File: src/rtl/adsr_env_pkg.sv
// adsr_env_pkg: shared definitions for the ADSR envelope generator.
//   ADSR_WIDTH    - default width of rate codes, sustain level and cv
//   ADSR_PRESCALE - default clocks per envelope tick
//   adsr_state_t  - envelope state encoding
package adsr_env_pkg;

  localparam int ADSR_WIDTH    = 8;
  localparam int ADSR_PRESCALE = 256;

  typedef enum logic [2:0] {
    IDLE    = 3'd0,
    ATTACK  = 3'd1,
    DECAY   = 3'd2,
    SUSTAIN = 3'd3,
    RELEASE = 3'd4
  } adsr_state_t;

endpackage

File: src/rtl/tick_gen.sv
// tick_gen: free-running prescaler producing a one-cycle envelope tick.
//   clk   - clock
//   rst_n - synchronous active-low reset (count returns to 0)
//   tick  - high for one cycle when the count is PRESCALE-1; count then wraps
//           to 0. PRESCALE=1 ticks every cycle.
module tick_gen
  import adsr_env_pkg::*;
#(
  parameter int PRESCALE = ADSR_PRESCALE
) (
  input  logic clk,
  input  logic rst_n,
  output logic tick
);

  logic [15:0] cnt;

  assign tick = (cnt == 16'(PRESCALE - 1));

  always_ff @(posedge clk) begin
    if (!rst_n)    cnt <= '0;
    else if (tick) cnt <= '0;
    else           cnt <= cnt + 16'd1;
  end

endmodule

File: src/rtl/adsr_env.sv
// adsr_env: attack/decay/sustain/release envelope generator.
//   clk     - clock; rst_n - synchronous active-low reset
//   gate    - note gate, high while the key is held
//   attack  - attack rate code (larger = faster)
//   decay   - decay rate code (larger = faster)
//   sustain - sustain level
//   rel     - release rate code (larger = faster); named rel because
//             "release" is a reserved word
//   cv      - envelope level (upper half of the level register)
//   active  - high whenever the envelope is not idle
//
// state   | meaning
// IDLE    | no note, level held at 0
// ATTACK  | level rising by attack+1 per tick up to full scale
// DECAY   | level falling by decay+1 per tick down to the sustain target
// SUSTAIN | level tracks the live sustain input every cycle
// RELEASE | level falling by rel+1 per tick down to 0, then IDLE
module adsr_env
  import adsr_env_pkg::*;
#(
  parameter int WIDTH    = ADSR_WIDTH,
  parameter int PRESCALE = ADSR_PRESCALE
) (
  input  logic             clk,
  input  logic             rst_n,
  input  logic             gate,
  input  logic [WIDTH-1:0] attack,
  input  logic [WIDTH-1:0] decay,
  input  logic [WIDTH-1:0] sustain,
  input  logic [WIDTH-1:0] rel,
  output logic [WIDTH-1:0] cv,
  output logic             active
);

  localparam int LW = 2 * WIDTH;

  adsr_state_t   state, state_n;
  logic [LW-1:0] lvl, lvl_n;
  logic          gate_q;
  logic          tick;
  logic          rise, fall;
  logic [LW-1:0] target, step_a, step_d, step_r;
  logic [LW:0]   sum_a, diff_d;

  tick_gen #(.PRESCALE(PRESCALE)) u_tick (
    .clk  (clk),
    .rst_n(rst_n),
    .tick (tick)
  );

  assign rise   = gate & ~gate_q;
  assign fall   = ~gate & gate_q;
  assign target = {sustain, {WIDTH{1'b0}}};
  assign step_a = LW'(attack) + LW'(1);
  assign step_d = LW'(decay) + LW'(1);
  assign step_r = LW'(rel) + LW'(1);
  // One extra bit catches attack overflow and decay borrow.
  assign sum_a  = {1'b0, lvl} + {1'b0, step_a};
  assign diff_d = {1'b0, lvl} - {1'b0, step_d};

  always_comb begin
    state_n = state;
    lvl_n   = lvl;
    // Gate edges take priority over a coincident tick; level is kept.
    if (rise && state != ATTACK) begin
      state_n = ATTACK;
    end else if (fall && (state == ATTACK || state == DECAY || state == SUSTAIN)) begin
      state_n = RELEASE;
    end else begin
      case (state)
        IDLE: lvl_n = '0;
        ATTACK: if (tick) begin
          if (sum_a[LW] || (&sum_a[LW-1:0])) begin
            lvl_n   = '1;
            state_n = DECAY;
          end else begin
            lvl_n = sum_a[LW-1:0];
          end
        end
        DECAY: if (tick) begin
          if (lvl <= target || diff_d[LW] || diff_d[LW-1:0] <= target) begin
            lvl_n   = target;
            state_n = SUSTAIN;
          end else begin
            lvl_n = diff_d[LW-1:0];
          end
        end
        SUSTAIN: lvl_n = target;
        RELEASE: if (tick) begin
          if (lvl == '0)         state_n = IDLE;
          else if (lvl <= step_r) lvl_n  = '0;
          else                    lvl_n  = lvl - step_r;
        end
        default: begin
          state_n = IDLE;
          lvl_n   = '0;
        end
      endcase
    end
  end

  always_ff @(posedge clk) begin
    if (!rst_n) begin
      state  <= IDLE;
      lvl    <= '0;
      gate_q <= 1'b0;
    end else begin
      state  <= state_n;
      lvl    <= lvl_n;
      gate_q <= gate;
    end
  end

  assign cv     = lvl[LW-1:WIDTH];
  assign active = (state != IDLE);

endmodule

File: config.mk
export PLATFORM = sky130hd
export DESIGN_NAME = adsr_env
export DESIGN_NICKNAME = d
export VERILOG_FILES = /design/src/rtl/adsr_env_pkg.sv /design/src/rtl/tick_gen.sv /design/src/rtl/adsr_env.sv
export SDC_FILE = /design/constraint.sdc
export NUM_CORES = 1
export LEC_CHECK = 0
export CORE_MARGIN = 1
export CORE_UTILIZATION = 38
export CTS_CLUSTER_SIZE = 40
export DETAILED_ROUTE_END_ITERATION = 12
export PLACE_DENSITY = 0.53
export SYNTH_ARGS = -nofsm -noshare
export SYNTH_HDL_FRONTEND = slang
export SYNTH_SLANG_ARGS = --single-unit
File: constraint.sdc
create_clock -name clk -period 6.3 [get_ports clk]
set_input_delay 1.575 -clock clk [delete_from_list [all_inputs] [get_ports clk]]
set_output_delay 1.575 -clock clk [all_outputs]
set_load 0.03 [all_outputs]
; After elaboration in Yosys (flattened, before gate mapping)
; Cells that the tools add are included.
[word_totals]
input_bits = 35
mem_count = 0
wordCells = 87
out_inout_bits = 9
mem_bits_rw = 0
reg_bits = 36
latchBits = 0
romBits = 0
[classes]
n_lt_le_gt_ge = 3
n_mul = 0
div_mod_pow = 0
n_eq_ne = 27
addsub = 7
n_reduce_logical = 19
shift = 0
bitwise_logic = 8
mux = 17
[ops]
columns = cell, n
row1 = 16-bit 2-to-1 mux, 7
row2 = 16-bit case mux with 4 select lines, 1
row3 = 16-bit <= comparator, 2
row4 = 8-bit by 1-bit adder with 9-bit output (second input constant), 3
row5 = 3-bit 2-to-1 mux, 7
row6 = 7-bit AND reduction, 3
row7 = 16-bit by 9-bit adder with 17-bit output, 1
row8 = 16-bit by 9-bit subtractor with 17-bit output, 1
row9 = 16-bit by 1-bit adder with 16-bit output (second input constant), 1
row10 = 16-bit by 8-bit == test with 1-bit output (second input constant), 1
row11 = 16-bit by 9-bit <= comparator with 1-bit output, 1
row12 = 16-bit logical NOT, 1
row13 = 16-bit AND reduction, 1
row14 = 16-bit by 9-bit subtractor with 16-bit output, 1
row15 = 3-bit by 1-bit inequality test with 1-bit output (second input constant), 4
row16 = 3-bit case mux with 4 select lines, 1
row17 = 2-bit inequality test (second input constant), 5
row18 = 4-bit by 2-bit inequality test with 1-bit output (second input constant), 2
row19 = 4-bit by 3-bit inequality test with 1-bit output (second input constant), 2
row20 = 4-bit inequality test (second input constant), 2
row21 = 3-bit by 2-bit == test with 1-bit output (second input constant), 2
row22 = 2-bit by 1-bit inequality test with 1-bit output (second input constant), 3
row23 = 3-bit by 2-bit inequality test with 1-bit output (second input constant), 2
row24 = 3-bit inequality test (second input constant), 2
row25 = other kinds (12), 25

; Depth between registers and ports, before layout
[depth]
word_depth = 9
ltp_mapped = 19
ltp_nobuf = 18

; Hierarchy
; From an unflattened synthesis, not the netlist that was laid out.
[hier_totals]
hier_cells = 586
hier_area_um2 = 4418.0
[modules_own_cells]
columns = module, area_per_inst_um2, seq_area_each_um2, n_inst, cells_each
row1 = adsr_env, 3708.6, 400.4, 1, 505
row2 = tick_gen, 709.4, 320.3, 1, 81

; Least setup slack after synthesis
; Ideal clock, no wire load.
[synth_path]
path_type = input-to-reg
start = in decay[0]
end = reg lvl[13]
setup_time_ps = 91
path_slack_ps = 1003
n_path_buf = 0
arrival_ps = 5206
required_ps = 6209
stages = 17
path_cell_list = inv_1 ha_1 fa_1 a211o_1 a21o_1 o31a_1 nor2_1 nand2_1 xnor2_1 ha_1 nand4_1 a21o_1 a221oi_1 and3_4 a21oi_1 or3_1 a311oi_1
[synth_via]
elab_chain_len = 7
elab_cells_between_ends = 8
classes_between = 2 x add/sub / 1 x order compare / 3 x mux / 2 x reduce/logical
[synth_lines]
columns = element, line
row1 = start: declaration, adsr_env.sv:28  ; input logic [WIDTH-1:0] decay,
row2 = 8-bit by 1-bit adder with 9-bit output (*), adsr_env.sv:55  ; assign step_d = LW'(decay) + LW'(1);
row3 = 16-bit by 9-bit subtractor with 17-bit output (*), adsr_env.sv:59  ; assign diff_d = {1'b0, lvl} - {1'b0, step_d};
row4 = 16-bit <= comparator / 1-bit logical OR (equally long branches), adsr_env.sv:81  ; if (lvl <= target || diff_d[LW] || diff_d[LW-1:0] <= target) begin
row5 = 1-bit logical OR, adsr_env.sv:81
row6 = 16-bit 2-to-1 mux (*), adsr_env.sv:81
row7 = 16-bit 2-to-1 mux (*), adsr_env.sv:80  ; DECAY: if (tick) begin
row8 = 16-bit case mux with 4 select lines (*), adsr_env.sv:70  ; case (state)
row9 = end signal: assignment, adsr_env.sv:109  ; lvl <= lvl_n;
row10 = end: declaration, adsr_env.sv:38  ; logic [LW-1:0] lvl, lvl_n;
; Mark *: on every way between the ends. The rest lies on a longest branch, timed or not. The select of a mux whose other input is x is not followed.
; A chain may end at the register's enable or synchronous reset.

; Worst setup path in the final report
[layout_path]
start = in decay[0]
end = reg lvl[15]
; Same word-level chain as after synthesis.

==> metrics.md <==
| Metric | Value |
|---|---|
| Status | `completed` |
| Critical Path RT | `~6.5 ns` |
| Final setup margin | `around 0.38 ns` |
| GRT busiest layer | `met2` |
| Hold Path Class | `reg -> reg` |
| Worst Setup End Kind | `flip-flop` |
| Largest area contributor in the netlist | `dfxtp_1` |
| Worst Tran Pin Value | `a little over 1 ns` |
| CTS Buf Count | `5` |
| Final WL | `around 13000 microns` |
| Setup bufs post-CTS | `0` |
| DRT antenna net count | `0` |
| M3 GR Usage | `3.47%` |
| DRC Markers | `0` |
| FMAX | `roughly 170 MHz` |
| Ant diodes | `0` |
| Hold_ws | `between 0.4 and 0.5 ns` |
| GR Util met1 | `between 30% and 40%` |
| Post-synthesis cell count | `~600` |
| CTS Buffer Depth | `2` |
| First-pass GRT wire length | `about 21000 microns` |
| Die area | `about 12000 sq um` |
| Root Buffer | `clkbuf_16` |
| Die Span Y | `110 microns` |
| GP Congestion | `between 0.9 and 1` |
| Tmin final | `approximately 5.9 ns` |
| Total power | `between 0.0006 and 0.0007 W` |
| FP Rows | `39` |
| Switching share of total power | `~29%` |
| Comb pwr share | `21.6%` |
| Top post-synthesis cells by area | `dfxtp_1 (16%), ha_1 (12%), nor2_1 (5.5%)` |
| Grt ovf | `0` |
| RSZ-0062 raised after global routing | `no` |
| CORE AREA | `11400 sq um` |
| Distinct cells, synth | `between 70 and 80` |
| Period Utilization, post-route | `a little over nine tenths` |
| Number of synthesized register bits | `36` |
| WL/cell | `roughly 17 microns` |
| CTS resizes | `0` |
| Startpoint Class | `primary input` |
| Worst-Skew Late Latency | `0.29 ns` |
| Vias/cell | `5.78` |
| Power per cell area | `approximately 120 nW/um^2` |
| Largest net degree at the start of global routing | `20` |
| R2R Path End | `lvl[15]` |
| Port bufs | `43` |
| MaxCap Viol Count | `0` |
| Sequential area share after synthesis | `16.2%` |
| CTS Hold Bufs | `0` |
| CTS tree | `built` |
| Clock power share | `around two fifths` |
| Hold Crit Depth | `1` |
| Worst R2R Start | `lvl[0]` |
| First-pass iteration count of the detailed router | `4` |
| Mapped Nets | `a little under 700` |
| Final Hold Viols | `0` |
| Area Growth Syn to Fin | `13.0%` |
| Die span in x | `~110 microns` |
| Relative slew margins | `a little under a third` |
| Sequential share of power | `between 30% and 40%` |
| Critical Path Sink | `lvl[15]` |
| VDD IR-drop max | `92.3 uV` |
| Worst-path clk slew | `around 0.060 ns` |
| Initial antenna violation count | `0` |
| CP startpoint | `decay[0]` |
| Worst setup path category | `in -> reg` |
| Ys flop type | `dfxtp_1` |
| Leak | `between 1.5 and 2 nW` |
| Setup TNS | `0 ns` |
| Top cell type's share of synthesized area | `between 10% and 20%` |
| Starting Density | `approximately two fifths` |
| Final Max Slew Viols | `0` |
| Async SR Flop Fraction | `0%` |
| Post-route clock skew | `0.00681 ns` |
| Total GRT Usage | `approximately 22%` |
| R2R Setup Slk | `between 1.5 and 2 ns` |
| Post-place setup slack | `between 0.15 and 0.2 ns` |
| Vias in the first global route | `4027` |
| Layout cells sized above 1 | `4.80%` |
| Sink Count | `36` |
| H-tree levels | `2` |
| Critical Path Fanout Max | `12` |
| Synth Area per Inst | `roughly 7.4 sq um` |
| Post-synthesis instance area | `between 4000 and 5000 sq um` |
| Setup violators final | `0` |
| I/O Pins | `44` |
| Hpwl dp | `about 11000 microns` |
| Final net count | `between 700 and 800` |
| Initial DRC count | `around 220` |
| Net switching power | `0.000179 W` |
| Critical path arrival | `about 6.1 ns` |
| Post-synth EDFFs | `0` |
| R2R cell count | `17` |
| Via count | `approximately 4.4k` |
| Met2 Use GR | `36.7%` |
| Synth warn | `0` |
| Int Power | `0.000447 W` |
==> worst min-delay path by stage <==
stage                  startpoint             to
floorplan           u_tick.cnt[0]  u_tick.cnt[0]
global placement    u_tick.cnt[0]  u_tick.cnt[0]
detailed placement  u_tick.cnt[0]  u_tick.cnt[0]
CTS                 u_tick.cnt[0]  u_tick.cnt[0]
global route        u_tick.cnt[0]  u_tick.cnt[0]
finish              u_tick.cnt[0]  u_tick.cnt[0]
==> cells in the mapped netlist (3+ instances only) <==
cell type,n
buf_6,5
buf_2,4
nand2b_1,11
or3_1,6
a31oi_1,3
nand4_1,11
xnor2_1,25
a21oi_1,48
a211oi_1,11
inv_1,32
clkbuf_1,12
nand3_1,29
o211ai_1,4
and3_1,12
o21a_1,8
a41oi_1,3
a21o_1,12
a22oi_1,3
o21ai_1,4
nor3_1,17
o21ai_0,32
nor2b_1,7
fa_1,3
dfxtp_1,36
a221oi_1,4
and2_1,3
o22ai_1,3
xor2_1,21
o31ai_1,4
nor2_1,65
nand2_1,46
ha_1,43
nor4_1,9
a311oi_1,6
buf_4,8
o211a_1,3
==> cells by family (layout without fill, tap and decap cells) <==
group	Yosys count	after routing	share of synthesized area [%]
simple gates	233	233	26.6
compound gates	173	173	26.5
buf+inv	65	88	7.36
fa+ha+maj	47	47	13.7
xor+xnor	46	46	9.08
flops	36	36	16.2
mux	2	2	0.479
==> stage by stage <==
step	util, %	cell area, sq um	cells
floorplan	-	4440	602
global placement	42.6	4870	760
detailed placement	42.6	4870	760
CTS	43.9	5010	768
global route	43.9	5010	768
finish	43.9	5010	768
==> state kept, by name, indices dropped and copies added (netlist names) <==
signal      cells
gate_q          1
lvl            16
state           3
u_tick.cnt     16
==> cell usage in the layout (no fill, tap or decap), types with 3 or more instances in the layout <==
master / count
or3_1: 6
nand3_1: 29
and3_1: 12
o22ai_1: 3
xor2_1: 21
nor3_1: 17
a22oi_1: 3
o21ai_0: 32
nand2b_1: 11
a211oi_1: 11
o31ai_1: 4
fa_1: 3
nor2b_1: 7
ha_1: 43
clkdlybuf4s50_1: 43
a31oi_1: 3
nand4_1: 11
a21o_1: 12
a21oi_1: 48
a311oi_1: 6
o211a_1: 3
inv_1: 32
nand2_1: 46
o21a_1: 8
and2_1: 3
a41oi_1: 3
nor2_1: 65
o211ai_1: 4
clkbuf_16: 5
xnor2_1: 25
dfxtp_1: 36
o21ai_1: 4
nor4_1: 9
a221oi_1: 4
==> per-layer routing <==
metal	share of wire, %	up-vias
met5	0	-
met4	1.8	0
met3	4.8	17
met2	46	112
met1	48	2064
li1	-	2243
==> layout make-up <==
type | instances | area [sq um]
clock buffer | 6 | 139
clock inverter | 2 | 10.0
fill | 1212 | 6400
inverter | 35 | 131
multi-input combinational | 501 | 3390
sequential | 36 | 721
tap | 143 | 179
timing repair buffer | 45 | 445
==> critical path: stages <==
cell and delay, ns:
clkdlybuf4s50_1 0.45, inv_1 0.04, ha_1 0.22, fa_1 0.42, a211o_1 0.36, a21o_1 0.20, o31a_1 0.29, nor2_1 0.19
nand2_1 0.10, xnor2_1 0.16, ha_1 0.31, nand4_1 0.14, a21o_1 0.19, a221oi_1 0.45, nand3_4 0.16, nor3_2 0.25
buf_4 0.25, a22oi_1 0.10, a311oi_1 0.26
==> power by group through the flow <==
stage               clock, W  combinational [W]  sequential (W)
floorplan                  0          0.0000900        0.000238
global placement           0           0.000134        0.000240
detailed placement         0           0.000135        0.000240
CTS                 0.000259           0.000135        0.000235
global route        0.000267           0.000150        0.000236
finish              0.000255           0.000135        0.000235
Note: power is estimated with default switching activity, not from simulation.
